### config.mk
export PLATFORM = sky130hd
export DESIGN_NAME = load_store_unit
export DESIGN_NICKNAME = d
export VERILOG_FILES = /design/src/rtl/load_store_unit.sv
export SDC_FILE = /design/constraint.sdc
export NUM_CORES = 1
export LEC_CHECK = 0
export ABC_AREA = 1
export BUFFER_PORTS_ARGS = -buffer_cell sky130_fd_sc_hd__buf_2
export CORE_MARGIN = 2
export CORE_UTILIZATION = 40
export DETAILED_ROUTE_END_ITERATION = 16
export GPL_ROUTABILITY_DRIVEN = 0
export PLACE_DENSITY = 0.72
export REMOVE_ABC_BUFFERS = 1
export SLEW_MARGIN = 20
export SYNTH_ARGS = -nofsm -noshare
export SYNTH_HDL_FRONTEND = slang
export SYNTH_SLANG_ARGS = --single-unit
### constraint.sdc
create_clock -name clk_i -period 3.4 [get_ports clk_i]
set_input_delay 0 -clock clk_i [delete_from_list [all_inputs] [get_ports clk_i]]
set_output_delay 0 -clock clk_i [all_outputs]
set_load 0.1 [all_outputs]
### src/rtl/load_store_unit.sv
// Load/store unit: MEM-stage requests to a req/gnt/rvalid data bus.
// Ports: clk_i, rst_i, data_* (bus side), mem_* (pipeline side).
module load_store_unit #(
   parameter int DATA_WIDTH = 32,
   parameter int ADDR_WIDTH = 32
) (
   input  logic                    clk_i,
   input  logic                    rst_i,
   output logic                    data_req_o,
   input  logic                    data_gnt_i,
   input  logic                    data_rvalid_i,
   output logic [ADDR_WIDTH-1:0]   data_addr_o,
   output logic                    data_we_o,
   output logic [DATA_WIDTH/8-1:0] data_be_o,
   output logic [DATA_WIDTH-1:0]   data_wdata_o,
   input  logic [DATA_WIDTH-1:0]   data_rdata_i,
   input  logic                    mem_req_i,
   input  logic                    mem_we_i,
   input  logic [1:0]              mem_data_type_i,
   input  logic                    mem_sign_ext_i,
   input  logic [DATA_WIDTH-1:0]   mem_wdata_i,
   input  logic [ADDR_WIDTH-1:0]   mem_addr_i,
   output logic [DATA_WIDTH-1:0]   mem_rdata_o,
   output logic                    mem_rvalid_o,
   output logic                    mem_err_o,
   output logic                    mem_busy_o
);

   localparam int BE_WIDTH = DATA_WIDTH / 8;
   localparam int OFF_W    = $clog2(BE_WIDTH);

   typedef enum logic [1:0] {
      IDLE,
      WAIT_GNT,
      WAIT_RVALID
   } state_t;

   state_t state;

   logic [1:0]            size_q;
   logic                  sign_q;
   logic [OFF_W-1:0]      off_q;

   logic                  legal;
   logic [BE_WIDTH-1:0]   be_base;
   logic [OFF_W-1:0]      off_in;
   logic [DATA_WIDTH-1:0] shifted;
   logic [DATA_WIDTH-1:0] mask;
   logic                  sbit;
   logic [DATA_WIDTH-1:0] rdata_ext;

   assign off_in = mem_addr_i[OFF_W-1:0];

   always_comb begin
      legal   = 1'b1;
      be_base = '0;
      case (mem_data_type_i)
         2'b00: be_base = BE_WIDTH'(1'b1);
         2'b01: begin
            be_base = BE_WIDTH'(2'b11);
            legal   = ~mem_addr_i[0];
         end
         2'b10: begin
            be_base = BE_WIDTH'(4'hF);
            legal   = (mem_addr_i[1:0] == 2'b00);
         end
         default: begin
            be_base = '1;
            legal   = (DATA_WIDTH == 64) &&
                      (mem_addr_i[2:0] == 3'b000);
         end
      endcase
   end

   // Field mask doubles as the extension boundary; a full-width
   // access yields an all-ones mask so no extension is applied.
   assign shifted = data_rdata_i >> {off_q, 3'b000};

   always_comb begin
      mask = '1;
      sbit = shifted[DATA_WIDTH-1];
      case (size_q)
         2'b00: begin
            mask = {DATA_WIDTH{1'b1}} >> (DATA_WIDTH - 8);
            sbit = shifted[7];
         end
         2'b01: begin
            mask = {DATA_WIDTH{1'b1}} >> (DATA_WIDTH - 16);
            sbit = shifted[15];
         end
         2'b10: begin
            mask = {DATA_WIDTH{1'b1}} >> (DATA_WIDTH - 32);
            sbit = shifted[31];
         end
         default: begin
            mask = '1;
            sbit = shifted[DATA_WIDTH-1];
         end
      endcase
   end

   assign rdata_ext = (shifted & mask) |
                      ((sign_q & sbit) ? ~mask : '0);

   assign mem_busy_o = (state != IDLE);

   always_ff @(posedge clk_i or posedge rst_i) begin
      if (rst_i) begin
         state        <= IDLE;
         size_q       <= '0;
         sign_q       <= 1'b0;
         off_q        <= '0;
         data_req_o   <= 1'b0;
         data_we_o    <= 1'b0;
         data_be_o    <= '0;
         data_addr_o  <= '0;
         data_wdata_o <= '0;
         mem_rdata_o  <= '0;
         mem_rvalid_o <= 1'b0;
         mem_err_o    <= 1'b0;
      end else begin
         mem_rvalid_o <= 1'b0;
         mem_err_o    <= 1'b0;
         case (state)
            IDLE: begin
               if (mem_req_i) begin
                  if (legal) begin
                     data_addr_o  <= {mem_addr_i[ADDR_WIDTH-1:OFF_W],
                                      {OFF_W{1'b0}}};
                     data_we_o    <= mem_we_i;
                     data_be_o    <= be_base << off_in;
                     data_wdata_o <= mem_wdata_i << {off_in, 3'b000};
                     size_q       <= mem_data_type_i;
                     sign_q       <= mem_sign_ext_i;
                     off_q        <= off_in;
                     data_req_o   <= 1'b1;
                     state        <= WAIT_GNT;
                  end else begin
                     mem_err_o <= 1'b1;
                  end
               end
            end
            WAIT_GNT: begin
               if (data_gnt_i) begin
                  data_req_o <= 1'b0;
                  state      <= WAIT_RVALID;
               end
            end
            WAIT_RVALID: begin
               if (data_rvalid_i) begin
                  if (!data_we_o)
                     mem_rdata_o <= rdata_ext;
                  mem_rvalid_o <= 1'b1;
                  state        <= IDLE;
               end
            end
            default: state <= IDLE;
         endcase
      end
   end

endmodule

==> flow_summary_export.csv <==
group,metric,value,unit
status,status,"finished clean",
global_routing,grt_max_degree,87,
route,wl_met2,7460,um
finish,area_growth,35.8,%
place,dp_hpwl,10300,um
finish,stdcell_area,7090,um^2
setup_path,cp-end-kind,"flop",
sta,max_freq,468,MHz
cts,ctsRootBufferMaster,"clkbuf_16",
route,vias_per_cell,4.96,
hold_path,min_from,"data_rdata_i[1]",
global_routing,track_usage,23.1,%
setup_path,critical_path_class,"flop to flop",
sta,finalCritPeriodShare,62.9,%
finish,final_common_cell,"nand2_1",
cts,cts_tree,"done",
route,wire_per_inst,14.9,um
sta,final.setup_skew,0.00550,ns
setup_path,cp_slowest_cell,"inv_2",
job,maxCapViolCount,0,
cts,postCtsSetupBuffers,0,
sta,slew_viol_final,0,
logic_synthesis,synth.top_cell.area_share,52.3,%
cts,path_clk_slew,0.07,ns
place,dp_slack,1.29,ns
floorplanning,die_y,118,um
sta,fin_crit,2.14,ns
global_routing,antenna_found_initial,0,
setup_path,critPathLaunchType,"flop",
floorplanning,die_x,118,um
global_routing,grt_pass1_vias,5284,
setup_path,ff2ff_setup_slack,1.26,ns
cts,holdBufCountCts,48,
cts,htree_num_levels,3,
logic_synthesis,ys_seq_area_share,52.3,%
cts,cts.sinks,109,
cts,clk_latency,0.34,ns
setup_path,crit_chain,"inv_1 > nand2_1 > inv_1 > nand4_1 > inv_2 > o21ai_0",
hold_path,hold_class,"input pin to flop",
logic_synthesis,synth_area_leader_cell,"dfrtp_1",
hold_path,hold_depth,5,
route,highest_layer,"met4",
route,drtIter0Drc,416,
cts,post_cts_resized,0,
floorplanning,core-area,12700,um^2
finish,layout-drive-gt1-share,29.0,%
setup_path,crit_required,3.58,ns
sta,worst_pin_slew,0.923,ns
place,io_buffer_count,207,
route,wl_met3,1450,um
floorplanning,io_pins,210,
sta,fin_setup_tns,0,ns
place,place_inst,1006,
finish,nFillCells,1212,
route,vias,5306,
finish,finalNetCount,998,
setup_path,ff2ff_path_depth,6,
logic_synthesis,netlist_area,5220,um^2
route,first_pass_iters,6,
logic_synthesis,synth.distinct_cells,26,
logic_synthesis,yosysWarningCount,0,
finish,layout_common_cells,"249 x nand2_1, 207 x buf_2, 109 x dfrtp_1",
sta,final-setup-viol-count,0,
logic_synthesis,synth_area_leaders,"dfrtp_1 52%, nand2_1 18%, o21ai_0 5.0%",
setup_path,critPathArrivalTime,2.32,ns
logic_synthesis,synth_area_per_cell,7.92,um^2
sta,finalHoldViolCount,0,
finish,insertedDiodeCount,0,
route,drc,0,
setup_path,r2r-start,"state[0]$_DFFE_PP0P_",
setup_path,r2r_end,"size_q[1]$_DFFE_PP0P_",
logic_synthesis,synth_seq_cells,109,
logic_synthesis,syn_inst,659,
global_routing,grt_remaining_overflow,0,
finish,stdcell_count,1070,
floorplanning,die-area,14000,um^2
global_routing,grt_pass1_wl,26300,um
place,placed_area,6300,um^2
hold_path,hold-path-endpoint,"mem_rdata_o[1]$_DFFE_PP0P_",
floorplanning,initial_core_util,41.2,%
setup_path,crit_path_max_fanout,54,
cts,numCtsBuffers,9,
sta,rsz0062_at_grt,"false",
floorplanning,num_rows,41,
route,ant_nets,0,
route,wl_met1,6720,um
route,wirelength,15900,um
sta,setup_slack,1.26,ns
setup_path,cp_common_cell,"inv_1",
setup_path,max_stage_delay,0.82,ns
cts,cts_max_path_buffers,2,
sta,slew_headroom,38.4,%
sequential cells by signal, summed over array words and instances, names as in the netlist:
| signal | flops |
|---|---|
| data_addr_o | 30 |
| data_be_o | 4 |
| data_req_o | 1 |
| data_wdata_o | 32 |
| data_we_o | 1 |
| mem_err_o | 1 |
| mem_rdata_o | 32 |
| mem_rvalid_o | 1 |
| off_q | 2 |
| sign_q | 1 |
| size_q | 2 |
| state | 2 |
cells in the mapped netlist:
library cell	number
o211ai_1	15
nor2_1	59
buf_2	16
a21oi_2	10
o21ai_1	6
buf_6	2
nor2_4	1
o31ai_1	8
nand3_2	2
nand3_1	13
o22ai_1	2
dfrtp_1	109
conb_1	1
nand4_1	1
nand2_2	1
or2_2	8
nand3_4	1
inv_1	31
inv_2	6
o21ai_0	52
o21ai_2	1
clkbuf_1	9
buf_4	11
nand2_1	249
a21oi_1	44
nor2_2	1
area by class of cell:
type	count	area, um^2	area share (%)
repair buffers	260	1550	21.9
well taps	172	215	3.04
inverters	37	144	2.03
clock inverters	7	83.8	1.18
flip-flops and latches	109	2730	38.5
multi-input cells	476	2140	30.2
clock buffers	9	225	3.18
cells by family after synthesis:
kind of cell	after synthesis	share of synthesized area, %
other cells	1	0.0718
simple gates	336	25.6
buf+inv	75	6.86
flops	109	52.3
compound gates	138	15.2
layer usage:
metal  vias to the layer above  track usage, %
li1                       2574               -
met1                      2458            30.5
met2                       252            38.3
met3                        22            4.92
met4                         0            6.93
met5                         -               0
worst max-delay path by stage:
stage | slack (ns) | end | cells after the start | startpoint
6_report | 1.26 | size_q[1]$_DFFE_PP0P_ | 6 | state[0]$_DFFE_PP0P_
2_1_floorplan | -0.90 | data_we_o$_DFFE_PP0P_ | 6 | state[0]$_DFFE_PP0P_
5_1_grt | 0.99 | size_q[1]$_DFFE_PP0P_ | 6 | state[0]$_DFFE_PP0P_
4_1_cts | 1.27 | size_q[1]$_DFFE_PP0P_ | 6 | state[0]$_DFFE_PP0P_
3_5_place_dp | 1.29 | size_q[1]$_DFFE_PP0P_ | 6 | state[0]$_DFFE_PP0P_
3_3_place_gp | 1.39 | size_q[0]$_DFFE_PP0P_ | 6 | state[0]$_DFFE_PP0P_
critical path, delay by kind of cell, from the launching register on:
kind / cells / cell delay, ns
AO/OA/AOI/OAI: 1 / 0.20
AND/OR/NAND/NOR: 2 / 0.42
buffers and inverters: 3 / 0.98
flip-flops: 1 / 0.36
through the flow:
step           util [%]  hold slack (ns)
2_1_floorplan         -            0.108
3_3_place_gp       49.7            0.195
3_5_place_dp       49.7            0.200
4_1_cts            55.9         0.000259
5_1_grt            55.9           0.0450
6_report           55.9           0.0114
Power is not shown: default switching activity piles up to over one toggle a cycle in this logic, so the estimate is an artifact.
